## src/rtl/mem_port_arbiter.sv

```systemverilog
// rtl/mem_port_arbiter.sv - two-port arbiter in front of the SDRAM memory controller req/ack port
module mem_port_arbiter #(
    parameter int FIXED_PRIORITY = 0,
    parameter int TIMEOUT        = 8192,
    parameter int TO_W           = 13
) (
    input  logic        clk_in,
    input  logic        rstn,

    input  logic        p0_req,
    input  logic        p0_write,
    input  logic [21:0] p0_addr,
    input  logic [15:0] p0_wdata,
    input  logic        p0_msb,
    input  logic        p0_lsb,
    output logic        p0_ack,
    output logic        p0_err,
    output logic [15:0] p0_rdata,

    input  logic        p1_req,
    input  logic        p1_write,
    input  logic [21:0] p1_addr,
    input  logic [15:0] p1_wdata,
    input  logic        p1_msb,
    input  logic        p1_lsb,
    output logic        p1_ack,
    output logic        p1_err,
    output logic [15:0] p1_rdata,

    output logic        mc_req,
    output logic        mc_write,
    output logic [21:0] mc_addr,
    output logic [15:0] mc_wdata,
    output logic        mc_msb,
    output logic        mc_lsb,
    input  logic        mc_ack,
    input  logic [15:0] mc_rdata,

    output logic        busy,
    output logic        grant,
    output logic        fault
);

    typedef enum logic [2:0] {
        IDLE  = 3'd0,
        ISSUE = 3'd1,
        WAIT  = 3'd2,
        DONE  = 3'd3,
        FAULT = 3'd4
    } state_t;

    // Last WAIT count before the access is declared dead; unused when TIMEOUT is 0.
    localparam logic [TO_W-1:0] TO_LAST = TO_W'((TIMEOUT == 0) ? 0 : (TIMEOUT - 1));
    localparam bit              TO_EN   = (TIMEOUT != 0);

    state_t          state;
    logic            last;
    logic [TO_W-1:0] to_cnt;
    logic            pick;

    // Winner selection: a lone requester always wins; ties go to p0 in fixed mode, else to the port not served last.
    always_comb begin
        pick = 1'b0;
        if (p0_req && p1_req) begin
            pick = (FIXED_PRIORITY != 0) ? 1'b0 : ~last;
        end else begin
            pick = p1_req;
        end
    end

    assign busy = (state != IDLE) && (state != FAULT);

    // Arbitration FSM with registered controller and port outputs.
    always_ff @(posedge clk_in or negedge rstn) begin
        if (!rstn) begin
            state    <= IDLE;
            last     <= 1'b1;
            to_cnt   <= '0;
            mc_req   <= 1'b0;
            mc_write <= 1'b0;
            mc_addr  <= '0;
            mc_wdata <= '0;
            mc_msb   <= 1'b0;
            mc_lsb   <= 1'b0;
            p0_ack   <= 1'b0;
            p0_err   <= 1'b0;
            p0_rdata <= '0;
            p1_ack   <= 1'b0;
            p1_err   <= 1'b0;
            p1_rdata <= '0;
            grant    <= 1'b0;
            fault    <= 1'b0;
        end else begin
            mc_req <= 1'b0;
            p0_ack <= 1'b0;
            p0_err <= 1'b0;
            p1_ack <= 1'b0;
            p1_err <= 1'b0;
            case (state)
                IDLE, FAULT: begin
                    if (p0_req || p1_req) begin
                        grant    <= pick;
                        mc_write <= pick ? p1_write : p0_write;
                        mc_addr  <= pick ? p1_addr  : p0_addr;
                        mc_wdata <= pick ? p1_wdata : p0_wdata;
                        mc_msb   <= pick ? p1_msb   : p0_msb;
                        mc_lsb   <= pick ? p1_lsb   : p0_lsb;
                        // Once faulted the controller is never poked again.
                        mc_req   <= (state == IDLE);
                        state    <= ISSUE;
                    end
                end
                ISSUE: begin
                    to_cnt <= '0;
                    if (fault) begin
                        // Faulted path: answer immediately with an error and no data.
                        if (grant) begin
                            p1_ack   <= 1'b1;
                            p1_err   <= 1'b1;
                            p1_rdata <= '0;
                        end else begin
                            p0_ack   <= 1'b1;
                            p0_err   <= 1'b1;
                            p0_rdata <= '0;
                        end
                        state <= DONE;
                    end else begin
                        state <= WAIT;
                    end
                end
                WAIT: begin
                    if (mc_ack) begin
                        if (grant) begin
                            p1_ack   <= 1'b1;
                            p1_rdata <= mc_rdata;
                        end else begin
                            p0_ack   <= 1'b1;
                            p0_rdata <= mc_rdata;
                        end
                        state <= DONE;
                    end else if (TO_EN && (to_cnt == TO_LAST)) begin
                        fault <= 1'b1;
                        if (grant) begin
                            p1_ack   <= 1'b1;
                            p1_err   <= 1'b1;
                            p1_rdata <= '0;
                        end else begin
                            p0_ack   <= 1'b1;
                            p0_err   <= 1'b1;
                            p0_rdata <= '0;
                        end
                        state <= DONE;
                    end else begin
                        to_cnt <= to_cnt + 1'b1;
                    end
                end
                DONE: begin
                    last  <= grant;
                    state <= fault ? FAULT : IDLE;
                end
                default: state <= IDLE;
            endcase
        end
    end

endmodule
```

## config.mk

```make
export PLATFORM = sky130hd
export DESIGN_NAME = mem_port_arbiter
export DESIGN_NICKNAME = d
export VERILOG_FILES = /design/src/rtl/mem_port_arbiter.sv
export SDC_FILE = /design/constraint.sdc
export NUM_CORES = 1
export LEC_CHECK = 0
export BUFFER_PORTS_ARGS = -buffer_cell sky130_fd_sc_hd__buf_4
export CAP_MARGIN = 20
export CORE_MARGIN = 5
export CORE_UTILIZATION = 40
export DETAILED_ROUTE_END_ITERATION = 16
export GPL_TIMING_DRIVEN = 1
export MAX_ROUTING_LAYER = met4
export PLACE_DENSITY_LB_ADDON = 0.12
export SETUP_SLACK_MARGIN = 0.15
export SLEW_MARGIN = 20
export SYNTH_ARGS = -nofsm -noshare
export SYNTH_HDL_FRONTEND = slang
export SYNTH_SLANG_ARGS = --single-unit
```

## constraint.sdc

```tcl
create_clock -name clk_in -period 4.15 [get_ports clk_in]
set_input_delay 0.415 -clock clk_in [delete_from_list [all_inputs] [get_ports clk_in]]
set_output_delay 0.415 -clock clk_in [all_outputs]
set_load 0.02 [all_outputs]
```

# After elaboration in Yosys (flattened, before gate mapping)
# Index checks and enable logic that the tools add are counted.
# word_totals
register_bits	97
inputBits	103
out_inout_bits	81
word_cells	89
# classes
addsub	1
n_eq_ne	13
muxes	43
n_bitwise	2
reduce_logical	13
# ops
operator	n
16-bit two-way mux	11
16-bit one-hot mux with 2 select lines	2
13-bit two-way mux	2
13-bit one-hot mux with 2 select lines	1
22-bit two-way mux	1
1-bit two-way mux	17
13-bit by 1-bit adder with 13-bit output (second input constant)	1
13-bit == test (second input constant)	1
3-bit two-way mux	4
3-bit != test (second input constant)	4
3-bit one-hot mux with 4 select lines	1
2-bit != test (second input constant)	4
1-bit one-hot mux with 2 select lines	4
4-bit AND reduction	2
3-bit by 2-bit == test with 1-bit output (second input constant)	2
3-bit AND reduction	2
2-bit AND reduction	2
3-bit by 1-bit == test with 1-bit output (second input constant)	1
3-bit == test (second input constant)	1
3-bit zero test	1
3-bit nonzero test	1
1-bit logical AND	2
1-bit inverter	2
2-bit nonzero test	1
2 further kinds	2

# Longest topological paths before layout
# logic_depth
word_depth	4
ltp_mapped	7
depth_no_buf	5

# Worst setup path before layout
# OpenSTA, ideal clock, no wires.
# synth_path
path_type	reg2reg
startpoint	register to_cnt[0]
endpoint	register to_cnt[7]
arrival_time_ns	1.709
required_time_ns	4.024
setup_slack_ns	2.315
path_stages_with_launch	7
n_path_buf	1
path_cell_list	dfrtp_1 > ha_1 > and4_1 > buf_4 > a41oi_4 > nand3_1 > a221o_1
# synth_via
elab_chain_cells	4
elab_cells_between_ends	7
# synth_rtl
element	line_no	text
start, declared	58	logic [TO_W-1:0] to_cnt;
start signal, assigned	154	to_cnt <= to_cnt + 1'b1;
13-bit by 1-bit adder with 13-bit output	154	
13-bit two-way mux	141	end else if (TO_EN && (to_cnt == TO_LAST)) begin
13-bit two-way mux	132	if (mc_ack) begin
13-bit one-hot mux with 2 select lines	99	case (state)
# Parallel ways exist; a longest one is shown, timed or not. The select of a mux whose other input is x is not followed.
# A chain may end at the register's enable or synchronous reset.

# Worst setup path after layout
# layout_path
startpoint	register to_cnt[0]
endpoint	register p1_rdata[4]
# layout_via
elab_chain_cells	3
# layout_rtl
element	line_no	text
13-bit == test	141	
3-bit != test (no line)	--	
4-bit AND reduction (no line)	--	
end signal, assigned	135	p1_rdata <= mc_rdata;
end, declared	28	output logic [15:0] p1_rdata,
# No other way between the ends.

==> results.md <==
* Hold Crit Class: in -> async
* Post-layout min period at 2.39 ns
* Via density at 5.14
* Status: completed
* FF-to-FF setup slack at 1.76 ns
* Finished Layout Cells at 786
* DP HPWL at 9.60 mm
* Worst-Margin Slew at 0.918 ns
* Post-CTS setup buffers at 0
* Final Util at 0.563
* Post-Route WL at 12.8 mm
* Drt wl/cell at 16.3 um
* Drt first-iter violations at 259
* Pleak at 3.14 nW
* Die W at 118 um
* Global-route wire length before repair at 21.0 mm
* Antenna cells at 0
* Post-synth top flop: dfrtp_1
* Root Buffer: clkbuf_16
* Via count at 4038
* CTS tree: done
* CP Cell Sequence: ha_1 -> and4_1 -> a41oi_4 -> nor3b_4 -> o21ai_1
* Core area at 0.0114 mm^2
* Max VDD drop at 0.401 mV
* CP endpoint kind: flip-flop
* Pin count of the biggest net entering global routing at 78
* Critical path's largest stage delay at 0.81 ns
* Floorplan row count at 39
* Reg-to-reg endpoint: p1_rdata[4]$_DFFE_PN0P_
* I/O Pins at 184
* Final setup violation count at 0
* Share of cells above drive strength 1 at 0.351
* Final slew viol count at 0
* Post-route cell area at 0.00640 mm^2
* Max-cap violations at 0
* DRC errors left at 0
* Max transition margin at 0.388
* Worst path slowest cell: nor3b_4
* Inst Count DP at 769
* Commonest non-fill, non-tap cell in the layout: buf_4
* Startpoint types: flip-flop
* Worst-path fanout max at 16
* Placed Area at 0.00608 mm^2
* CTS H-tree lvls at 3
* Synth cell types at 55
* GR Overflow Total at 0
* Mapped Area at 0.00463 mm^2
* Worst setup startpoint: to_cnt[0]$_DFFE_PN0P_
* Max clock buf depth at 2
* Clk sinks at 97
* Mapped Nets at 576
* Share of flip-flops with an asynchronous set or reset at 1.00
* Worst setup path end: p1_rdata[4]$_DFFE_PN0P_
* Req. time, crit path at 4.34 ns
* Hold_buf cts at 0
* Crit path kind: reg -> reg
* Pwr Density at 724 mW/mm^2
* Antenna Nets Post-Route at 0
* Initial antenna violation count at 0
* RSZ-0062 raised after global routing: no
* YS warnings at 0
* Maximum clock frequency at 419 MHz
* Seq/Total Area, Yosys at 0.525
* Worst-path clk slew at 0.07 ns
* Die Area at 0.0138 mm^2
* Synth Register Bits at 97
* Vias in the first global route at 4147
* Total Routing Usage GR at 0.189
* Hold Violations, Final at 0
* Die Y at 118 um
* Post-synth EDFFs at 0
* Worst R2R Path Depth at 5
* Arrival time worst endpoint at 2.58 ns
* Clk_lat worst skew at 0.34 ns
* Final net count at 742
* Area Overhead vs Synth at 38.4%
* Total CTS buffers at 9
* Fillers at 1004
* CTS resizes at 0
* Reg-to-Reg Start: to_cnt[0]$_DFFE_PN0P_
* Most frequent cells in the layout: buf_4 (188), nand2_1 (110), dfrtp_1 (96)
* Final period utilization at 0.575
* Placer congestion estimate at 0.857
* 1st-pass router iterations at 4
* Clock Skew at 0.0141 ns
* Setup TNS at 0 ns
* Post-Synthesis Cells at 472
* Syn_area_per_cell at 9.80 um^2
* Port bufs at 183
* Initial cell density of the core at 0.407
[through the flow]
stage	total power, mW	hold slack (ns)	worst slack (ns)
after floorplan	2.91	0.119	2.31
after global placement	3.82	0.470	1.80
after detailed placement	3.86	0.477	1.73
after CTS	4.69	0.249	1.72
after global routing	4.95	0.307	1.55
final	4.63	0.204	1.76
[state kept, by name, indices dropped and copies added, names as in the netlist, 3 cells and up]
| signal | flops |
|---|---|
| mc_addr | 22 |
| mc_wdata | 16 |
| p1_rdata | 16 |
| p0_rdata | 16 |
| state | 3 |
| to_cnt | 13 |
[synth_stat cells, types with 3 or more instances]
library cell  count  area, um^2
o21ai_2          10        87.6
nor2_1            8        30.0
nor2b_1           4        25.0
and3_1            4        25.0
mux2i_1          41         410
clkbuf_1         18        67.6
o311ai_1          3        26.3
nand2_1         110         413
a21oi_1           5        25.0
buf_2            13        65.1
o21ai_1          50         250
dfrtp_1          96        2400
inv_1             5        18.8
nand3_1          26         130
nand2b_1          5        31.3
o31ai_1           3        22.5
nand4_1           3        18.8
o22ai_1          16         100
nor3_1            6        30.0
[layout make-up]
class | count | area (um^2) | share of cell area
flip-flops and latches | 97 | 2430 | 0.379
multi-input cells | 335 | 2040 | 0.318
repair buffers | 189 | 1440 | 0.225
clock buffers | 10 | 239 | 0.0373
well taps | 143 | 179 | 0.0280
clock inverters | 6 | 57.6 | 0.00899
inverters | 6 | 22.5 | 0.00352
[worst max-delay path: cells and delay by family (launching register included)]
kind                       cells  cell delay (ns)
AOI/OAI and AO/OA              2             0.41
adders and majority gates      1             0.22
DFF                            1             0.41
and+or+nand+nor                2             1.18
[metal layers]
metal / vias to the layer above / GRT usage / wire (um)
met5: - / - / 0
met4: 0 / 0.0616 / 176
met3: 12 / 0.0509 / 1010
met2: 149 / 0.295 / 6200
met1: 1875 / 0.238 / 5420
li1: 2002 / - / -
[report_power, final]
group / switching (mW) / internal, mW
Combinational: 1.25 / 0.882
Clock: 0.381 / 0.437
Sequential: 0.330 / 1.36
Total: 1.96 / 2.67
[worst min-delay path by stage]
stage | from | end | cells past startpoint
2_1_floorplan | rstn | fault$_DFFE_PN0P_ | 0
3_3_place_gp | mc_addr[0]$_DFFE_PN0P_ | mc_addr[0]$_DFFE_PN0P_ | 2
3_5_place_dp | mc_addr[21]$_DFFE_PN0P_ | mc_addr[21]$_DFFE_PN0P_ | 2
4_1_cts | rstn | to_cnt[8]$_DFFE_PN0P_ | 1
5_1_grt | rstn | mc_req$_DFF_PN0_ | 1
6_report | rstn | to_cnt[9]$_DFFE_PN0P_ | 1
[cells by family (layout without fill, tap and decap cells)]
group / after synthesis / count (layout) / share of synthesized area
multiplexers: 41 / 41 / 0.0887
AND/OR/NAND/NOR: 184 / 184 / 0.191
AO/OA/AOI/OAI: 109 / 109 / 0.153
adder cells (fa/ha/maj): 1 / 1 / 0.00270
buffers and inverters: 40 / 211 / 0.0400
flip-flops: 97 / 97 / 0.525
(Power assumes the default switching activity.)
